File: src/rtl/stream_accumulator_mc_if.sv
// AXI-Stream style beat bundle shared by the accumulator's input and result ports.
// The input side carries tlast, the result side carries tuser, so each modport exposes only its own fields.
interface stream_accumulator_mc_if #(
    parameter int DATA_W = 16,
    parameter int ID_W   = 2
) ();
    logic              tvalid;
    logic              tready;
    logic [DATA_W-1:0] tdata;
    logic [ID_W-1:0]   tid;
    logic              tlast;
    logic              tuser;

    modport master (output tvalid, output tdata, output tid, output tuser, input tready);
    modport slave  (input tvalid, input tdata, input tid, input tlast, output tready);
endinterface

File: src/rtl/stream_accumulator_mc.sv
// Multi-channel signed stream accumulator that emits one sum per packet, with saturate or wrap on overflow.
// The result register is a single slot, so a stalled result blocks input on every channel.
module stream_accumulator_mc #(
    parameter int DATA_W   = 16,
    parameter int ACC_W    = 32,
    parameter int NUM_CH   = 4,
    parameter bit SATURATE = 1'b1,
    localparam int CH_W    = (NUM_CH > 1) ? $clog2(NUM_CH) : 1
) (
    input  logic                    aclk,
    input  logic                    areset,
    stream_accumulator_mc_if.slave  s_axis,
    stream_accumulator_mc_if.master m_axis
);

    localparam logic [ACC_W-1:0] ACC_MAX = {1'b0, {(ACC_W-1){1'b1}}};
    localparam logic [ACC_W-1:0] ACC_MIN = {1'b1, {(ACC_W-1){1'b0}}};

    logic [ACC_W-1:0]  acc [NUM_CH];
    logic [NUM_CH-1:0] ovf;

    logic              m_valid;
    logic [ACC_W-1:0]  m_data;
    logic [CH_W-1:0]   m_id;
    logic              m_user;

    logic              accept;
    logic              ch_ok;
    logic [ACC_W-1:0]  cur_acc;
    logic              cur_ovf;
    logic [ACC_W:0]    sum;
    logic              overflow;
    logic [ACC_W-1:0]  result;
    logic              novf;

    // Combinational from m_axis.tready so a draining result frees the slot on the same edge.
    assign s_axis.tready = !areset && (!m_valid || m_axis.tready);
    assign accept        = s_axis.tvalid && s_axis.tready;
    assign ch_ok         = int'(s_axis.tid) < NUM_CH;

    assign m_axis.tvalid = m_valid;
    assign m_axis.tdata  = m_data;
    assign m_axis.tid    = m_id;
    assign m_axis.tuser  = m_user;

    always_comb begin
        // NOTE: every always_comb output gets a default first so no path can infer a latch.
        cur_acc = '0;
        cur_ovf = 1'b0;
        if (ch_ok) begin
            cur_acc = acc[s_axis.tid];
            cur_ovf = ovf[s_axis.tid];
        end

        sum      = {cur_acc[ACC_W-1], cur_acc}
                 + {{(ACC_W+1-DATA_W){s_axis.tdata[DATA_W-1]}}, s_axis.tdata};
        overflow = sum[ACC_W] ^ sum[ACC_W-1];
        novf     = cur_ovf | overflow;

        result = sum[ACC_W-1:0];
        if (SATURATE && overflow) begin
            result = sum[ACC_W] ? ACC_MIN : ACC_MAX;
        end
    end

    // NOTE: sequential state uses non-blocking assignments so every register samples pre-edge values.
    always_ff @(posedge aclk) begin
        if (areset) begin
            // NOTE: the per-channel array is reset because a packet in flight must be discarded.
            for (int ch = 0; ch < NUM_CH; ch++) begin
                acc[ch] <= '0;
            end
            ovf     <= '0;
            m_valid <= 1'b0;
            m_data  <= '0;
            m_id    <= '0;
            m_user  <= 1'b0;
        end else begin
            if (m_valid && m_axis.tready) begin
                m_valid <= 1'b0;
            end

            // Beats on an unpopulated channel id are consumed without effect.
            if (accept && ch_ok) begin
                if (s_axis.tlast) begin
                    m_valid              <= 1'b1;
                    m_data               <= result;
                    m_id                 <= s_axis.tid;
                    m_user               <= novf;
                    acc[s_axis.tid]      <= '0;
                    ovf[s_axis.tid]      <= 1'b0;
                end else begin
                    acc[s_axis.tid]      <= result;
                    ovf[s_axis.tid]      <= novf;
                end
            end
        end
    end

endmodule

File: src/flat_wrapper.sv
// flat-port wrapper written by rule: the top's interface ports become plain ports
module stream_accumulator_mc_flat 
#(
    parameter int DATA_W   = 16,
    parameter int ACC_W    = 32,
    parameter int NUM_CH   = 4,
    parameter bit SATURATE = 1'b1,
    localparam int CH_W    = (NUM_CH > 1) ? $clog2(NUM_CH) : 1
)
  (aclk, areset, s_axis_tvalid, s_axis_tdata, s_axis_tid, s_axis_tlast, s_axis_tready, m_axis_tvalid, m_axis_tdata, m_axis_tid, m_axis_tuser, m_axis_tready);
  stream_accumulator_mc_if #(.DATA_W(DATA_W), .ID_W(2)) s_axis_i ();
  stream_accumulator_mc_if #(.DATA_W(DATA_W), .ID_W(2)) m_axis_i ();
  input  logic aclk;
  input  logic areset;
  input wire logic [$bits(s_axis_i.tvalid)-1:0] s_axis_tvalid;
  input wire logic [$bits(s_axis_i.tdata)-1:0] s_axis_tdata;
  input wire logic [$bits(s_axis_i.tid)-1:0] s_axis_tid;
  input wire logic [$bits(s_axis_i.tlast)-1:0] s_axis_tlast;
  output wire logic [$bits(s_axis_i.tready)-1:0] s_axis_tready;
  output wire logic [$bits(m_axis_i.tvalid)-1:0] m_axis_tvalid;
  output wire logic [$bits(m_axis_i.tdata)-1:0] m_axis_tdata;
  output wire logic [$bits(m_axis_i.tid)-1:0] m_axis_tid;
  output wire logic [$bits(m_axis_i.tuser)-1:0] m_axis_tuser;
  input wire logic [$bits(m_axis_i.tready)-1:0] m_axis_tready;
  assign s_axis_i.tvalid = s_axis_tvalid;
  assign s_axis_i.tdata = s_axis_tdata;
  assign s_axis_i.tid = s_axis_tid;
  assign s_axis_i.tlast = s_axis_tlast;
  assign s_axis_tready = s_axis_i.tready;
  assign m_axis_tvalid = m_axis_i.tvalid;
  assign m_axis_tdata = m_axis_i.tdata;
  assign m_axis_tid = m_axis_i.tid;
  assign m_axis_tuser = m_axis_i.tuser;
  assign m_axis_i.tready = m_axis_tready;
  stream_accumulator_mc #(.DATA_W(DATA_W), .ACC_W(ACC_W), .NUM_CH(NUM_CH), .SATURATE(SATURATE)) u_core (.aclk(aclk), .areset(areset), .s_axis(s_axis_i), .m_axis(m_axis_i));
endmodule
File: config.mk
export PLATFORM = sky130hd
export DESIGN_NAME = stream_accumulator_mc_flat
export DESIGN_NICKNAME = d
export VERILOG_FILES = /design/src/rtl/stream_accumulator_mc_if.sv /design/src/rtl/stream_accumulator_mc.sv /design/src/flat_wrapper.sv
export SDC_FILE = /design/constraint.sdc
export NUM_CORES = 1
export LEC_CHECK = 0
export CELL_PAD_IN_SITES_DETAIL_PLACEMENT = 1
export CELL_PAD_IN_SITES_GLOBAL_PLACEMENT = 2
export CORE_MARGIN = 3
export CORE_UTILIZATION = 39
export CTS_BUF_LIST = sky130_fd_sc_hd__clkbuf_4
export CTS_CLUSTER_SIZE = 10
export DETAILED_ROUTE_END_ITERATION = 8
export PLACE_DENSITY_LB_ADDON = 0.1
export SYNTH_ARGS = -nofsm -noshare
export SYNTH_HDL_FRONTEND = slang
export SYNTH_SLANG_ARGS = --single-unit
File: constraint.sdc
create_clock -name aclk -period 4.1 [get_ports aclk]
set_input_delay 0.41 -clock aclk [delete_from_list [all_inputs] [get_ports aclk]]
set_output_delay 0.41 -clock aclk [all_outputs]
set_load 0.02 [all_outputs]
### Word-level counts from Yosys, hierarchy flattened

Memory sizes are Yosys's and may differ from the RTL's.
Index checks and enable logic that the tools add are counted.

| word-level totals | value |
|---|---|
| register bits | 24 |
| memory bits (writable) | 128 |
| input bits | 23 |
| output and inout bits | 21 |
| word-level logic and storage cells | 48 |
| memories | 1 |

Memory list:

| memory | depth | width | rd ports | clocked after memory_dff | write ports | RTL line | text |
|---|---|---|---|---|---|---|---|
| u_core.acc | 4 | 32 | 1 | 0 | 4 | stream_accumulator_mc.sv:19 | `logic [ACC_W-1:0] acc [NUM_CH];` |

| cells by class | value |
|---|---|
| add/sub/neg operators | 1 |
| magnitude comparators | 2 |
| mux-type cells | 25 |
| bitwise operators | 5 |
| reductions and logical operators | 9 |

Operators with widths:

| kind | number |
|---|---|
| 32-bit two-way mux | 4 |
| 32-bit by 16-bit adder with 33-bit output | 1 |
| 32-bit OR reduction | 1 |
| 1-bit two-way mux | 16 |
| 4-bit AND | 1 |
| 4-bit bitwise mux | 1 |
| 1-bit logical AND | 4 |
| 4-bit two-way mux | 1 |
| 4-bit NOT | 1 |
| 2-bit by 3-bit < comparator with 1-bit output (second input constant) | 1 |
| 1-bit binary-select mux with 2-bit select | 1 |
| 1-bit demux with 2-bit select | 1 |
| 2-bit by 1-bit >= comparator with 1-bit output (second input constant) | 1 |
| 1-bit zero test | 2 |
| 2-bit two-way mux | 1 |
| 1-bit bitwise OR | 2 |
| 2-bit AND reduction | 1 |
| 1-bit logical OR | 1 |
| 1-bit bitwise XOR | 1 |

### Longest topological paths before layout

| depth | value |
|---|---|
| depth in word-level cells | 10 |
| gate-level depth with buffers | 17 |
| depth with buffers taken out | 13 |

### Least setup slack after synthesis

Ideal clock, no wire load.

| timing path | value |
|---|---|
| kind | input-to-reg |
| from | in s_axis_tid[0] |
| to | mem u_core.acc[3][25] (data pin) |
| library setup time | 0.254 ns |
| arrival time | 4.230 ns |
| required time | 3.846 ns |
| slack | -0.384 ns |
| stages | 15 |
| buffers on the path | 2 |
| path through | buf_1 -> buf_1 -> mux4_2 -> ha_1 -> inv_1 -> fa_1 -> nand2b_1 -> a21oi_2 -> o21bai_1 -> a211oi_2 -> o22ai_2 -> a31oi_1 -> a31oi_4 -> or4_4 -> nor2b_4 |

RTL lines:

| element | RTL line | text |
|---|---|---|
| from (decl) | flat_wrapper.sv:17 | `input wire logic [$bits(s_axis_i.tid)-1:0] s_axis_tid;` |
| to (decl) | stream_accumulator_mc.sv:19 |  |

==> impl_summary.log <==
INFO  metric worst_skew_pair.late_latency = 570 ps
INFO  metric die_width = 152 um
INFO  metric synth_unique_cells = 72
INFO  metric number_of_violations_reported_at_the_end_of_detailed_routing_iteration_0 = 318
INFO  metric setup.worst_path.end = u_core.acc[1][6]
INFO  metric synth.avg_cell_area = 11.7 sq um
INFO  metric critPathKind = reg2reg
INFO  metric reg2reg_to = u_core.acc[1][6]
INFO  metric postSynthNetCount = 771
INFO  metric nFillCells = 2,241
INFO  metric async_reset_ff_share = 0%
INFO  metric period_share = 92.7%
INFO  metric dpl_worst_slack = -116 ps
INFO  metric finish.net_count = 914
INFO  metric floorplan.die.height = 152 um
INFO  metric yosysSeqAreaShare = 51.7%
INFO  metric maxSlewHeadroom = 35.2%
INFO  metric post_cts_resize_count = 0
INFO  metric crit_path_capture_type = register
INFO  metric detail_route.drc_violations = 0
INFO  metric power_frac_clock = 22.5%
INFO  metric final.setup_skew = 29.1 ps
INFO  metric cts-hold-fix-buffers = 0
INFO  metric first_global_vias = 6,830
INFO  metric first_pass_iters = 5
INFO  metric synth_ff_type = edfxtp_1
INFO  metric gpl.final_weighted_congestion = 0.837
INFO  metric ir_worst_vdd = 0.162 mV
INFO  metric routed_via_density = 5.48
INFO  metric crit_required = 4380 ps
INFO  metric hpwl = 18,000 um
INFO  metric detail-route-antenna-nets = 0
INFO  metric ctsHtreeMaxLevel = 4
INFO  metric wirelength = 24,700 um
INFO  metric clock_sink_count = 152
INFO  metric number_of_buffers_created_by_cts = 17
INFO  metric worst_ep_arrival_time = 4080 ps
INFO  metric cts.repair_timing.setup_buffer_count = 0
INFO  metric synth_edf_count = 128
INFO  metric track_usage = 21.4%
INFO  metric postLayoutSetupSlackWorst = 298 ps
INFO  metric finalSetupViolations = 0
INFO  metric grt_first_pass_wirelength = 38,700 um
INFO  metric period_needed = 3800 ps
INFO  metric power_report.internal_total = 2.61 mW
INFO  metric status = complete, no violations
INFO  metric max_slew.worst_pin.slew = 970 ps
INFO  metric rsz0062_at_grt = no
INFO  metric report.final.hold_viol_count = 0
INFO  metric cts_root_buffer = clkbuf_4
INFO  metric ioPinCount = 44
INFO  metric timing.rr.start = u_core.acc[3][1]
INFO  metric maxClockFrequency = 263 MHz
INFO  metric timing.reg2reg.setup_slack = 300 ps
INFO  metric switching_share = 34.8%
INFO  metric grt_residual_overflow = 0
INFO  metric p_per_area = 393 nW/um^2
INFO  metric die_area = 23,200 sq um
INFO  metric row_count = 52
INFO  metric finalPower = 4.01 mW
INFO  metric crit_path_start = u_core.acc[3][1]
INFO  metric clk_pin_slew_worst_paths = 160 ps
INFO  metric hold_crit_class = in2reg
INFO  metric synthesis.area = 8360 sq um
INFO  metric synthCells = 715
INFO  metric syn_to_final_growth = 22.0%
INFO  metric antenna_violations_before_repair = 1
INFO  metric io_buffers = 43
INFO  metric yosysWarnings = 0
INFO  metric maxSlewViolCount = 0
INFO  metric setup.worst_path.start_class = register
INFO  metric net-switching-power = 1.40 mW
INFO  metric final_core_util = 49.5%
INFO  metric pwr-share-comb = 32.7%
INFO  metric ctsLongestPathBuffers = 2
INFO  metric num_vias = 6,256
INFO  metric floorplan.initialDensity = 40.5%
INFO  metric ff_latch_count_synth = 152
INFO  metric floorplan.core_area = 20,600 sq um
INFO  metric post_drt_wl_per_cell = 21.6 um
INFO  metric post_route_cells_drive_above_1_share = 26.4%
INFO  metric sequentialPowerShare = 44.8%
INFO  metric max-cap-violations = 0
INFO  metric tritoncts = yes
INFO  metric critical_path.max_fanout = 9
INFO  metric worst_r2r_path_depth = 14
INFO  metric cellLeakagePower = 4.10 nW
INFO  metric grt_max_degree = 36
==> power by group through the flow <==
stage | Sequential [mW] | Combinational (mW) | Clock, mW
floorplan | 1.83 | 0.742 | 0
global placement | 1.82 | 1.28 | 0
detailed placement | 1.83 | 1.31 | 0
CTS | 1.80 | 1.32 | 0.932
global route | 1.80 | 1.43 | 0.991
finish | 1.79 | 1.31 | 0.899
==> sequential cells by signal (all words and copies together), names as in the netlist <==
signal                count
u_core.m_axis.tid         2
u_core.m_data            16
u_core.m_axis.tvalid      1
u_core.acc              128
u_core.m_axis.tuser       1
u_core.ovf                4
==> logic make-up (layout without fill, tap and decap cells) <==
logic type	after synthesis	count (layout)	share of synthesized area, %
buffers and inverters	51	207	2.72
muxes	35	35	9.14
AOI/OAI and AO/OA	149	149	13.4
adders and majority gates	33	33	5.03
xor gates and xnor gates	22	22	2.30
DFF	152	152	51.7
other	0	1	0
and+or+nand+nor	273	273	15.7
==> metrics by stage <==
stage / hold WS, ps / cell area, sq um / setup TNS, ps / std cells
final: 309 / 10200 / 0 / 1142
after global routing: 276 / 10200 / 0 / 1142
after CTS: 264 / 10200 / 0 / 1141
after detailed placement: 456 / 9930 / -3860 / 1109
after global placement: 448 / 9930 / -3190 / 1109
after floorplan: 432 / 8370 / 0 / 715
==> synth_stat cells (3+ instances only) <==
library cell / n / share of area [%]
o21bai_1: 6 / 0.54
and4_1: 3 / 0.31
nand2b_1: 9 / 0.67
or3_1: 5 / 0.37
a21o_1: 18 / 1.6
and2_1: 5 / 0.37
a31oi_1: 8 / 0.60
nor3_1: 4 / 0.24
nand2_1: 40 / 1.8
buf_1: 6 / 0.27
nor2b_4: 4 / 0.66
dfxtp_1: 24 / 5.7
a211oi_1: 18 / 1.6
clkbuf_1: 16 / 0.72
nand3_4: 3 / 0.63
inv_1: 16 / 0.72
mux4_2: 33 / 8.9
xor2_1: 11 / 1.2
o21ai_0: 14 / 0.84
buf_4: 3 / 0.27
ha_1: 32 / 4.8
edfxtp_1: 128 / 46
nor2b_1: 17 / 1.3
buf_2: 8 / 0.48
o22ai_1: 3 / 0.22
a21oi_2: 17 / 1.8
a21oi_1: 35 / 2.1
nor2_1: 154 / 6.9
xnor2_1: 11 / 1.2
and3_1: 7 / 0.52
nand3_1: 6 / 0.36
==> placed cells by master, fill, tap and decap left out, drive strengths merged, types with 3 or more instances in the layout <==
master         synthesis  layout
a211oi                20      20
a21o                  20      20
a21oi                 52      52
a31oi                 11      11
and2                   6       6
and3                   8       8
and4                   3       3
buf                   19     118
clkbuf                16      18
clkdlybuf4s50          0      41
clkinv                 0       3
dfxtp                 24      24
edfxtp               128     128
ha                    32      32
inv                   16      26
mux4                  33      33
nand2                 42      42
nand2b                 9       9
nand3                  9       9
nor2                 154     154
nor2b                 21      21
nor3                   5       5
nor4                   3       3
o211ai                 3       3
o21ai                 16      16
o21bai                 6       6
o22ai                  4       4
or2                    3       3
or3                    5       5
xnor2                 11      11
xor2                  11      11
==> cell type report <==
class                           count  area, sq um  share of cell area (%)
Inverter                           16         60.1                   0.589
Antenna cell                        1         2.50                  0.0245
Multi-Input combinational cell    512         3820                    37.4
Tap cell                          270          338                    3.31
Timing Repair Buffer              159         1390                    13.6
Clock buffer                       18          135                    1.32
Clock inverter                     14          131                    1.29
Sequential cell                   152         4320                    42.4
==> worst min path at each step <==
stage | startpoint | to | slack, ps | depth (start not counted)
6_report | s_axis_tid[0] | u_core.m_axis.tid[0] | 310 | 4
5_1_grt | s_axis_tid[0] | u_core.m_axis.tid[0] | 280 | 4
4_1_cts | s_axis_tid[0] | u_core.m_axis.tid[0] | 260 | 4
3_5_place_dp | u_core.ovf[3] | u_core.ovf[3] | 460 | 2
3_3_place_gp | u_core.ovf[3] | u_core.ovf[3] | 450 | 2
2_1_floorplan | u_core.ovf[3] | u_core.ovf[3] | 430 | 2
==> worst max-delay path: stages, from the launching register on <==
cell and delay (ps):
edfxtp_1 400, mux4_2 510, ha_1 310, a211o_1 310, a211oi_2 350, nor2_1 130, o211ai_2 210, o311ai_4 150
nor4_1 250, buf_4 170, a21oi_4 40, buf_4 170, buf_12 150, a21oi_2 290, nor2_1 90
==> metal layers <==
metal | GRT usage, % | vias up | wire, um
met5 | 0 | - | 0
met3 | 3.35 | 19 | 818
met1 | 29.7 | 3195 | 11500
li1 | - | 2936 | -
met2 | 35.6 | 106 | 12000
met4 | 5.22 | 0 | 354
No activity file was read; power rests on OpenSTA's default activity.
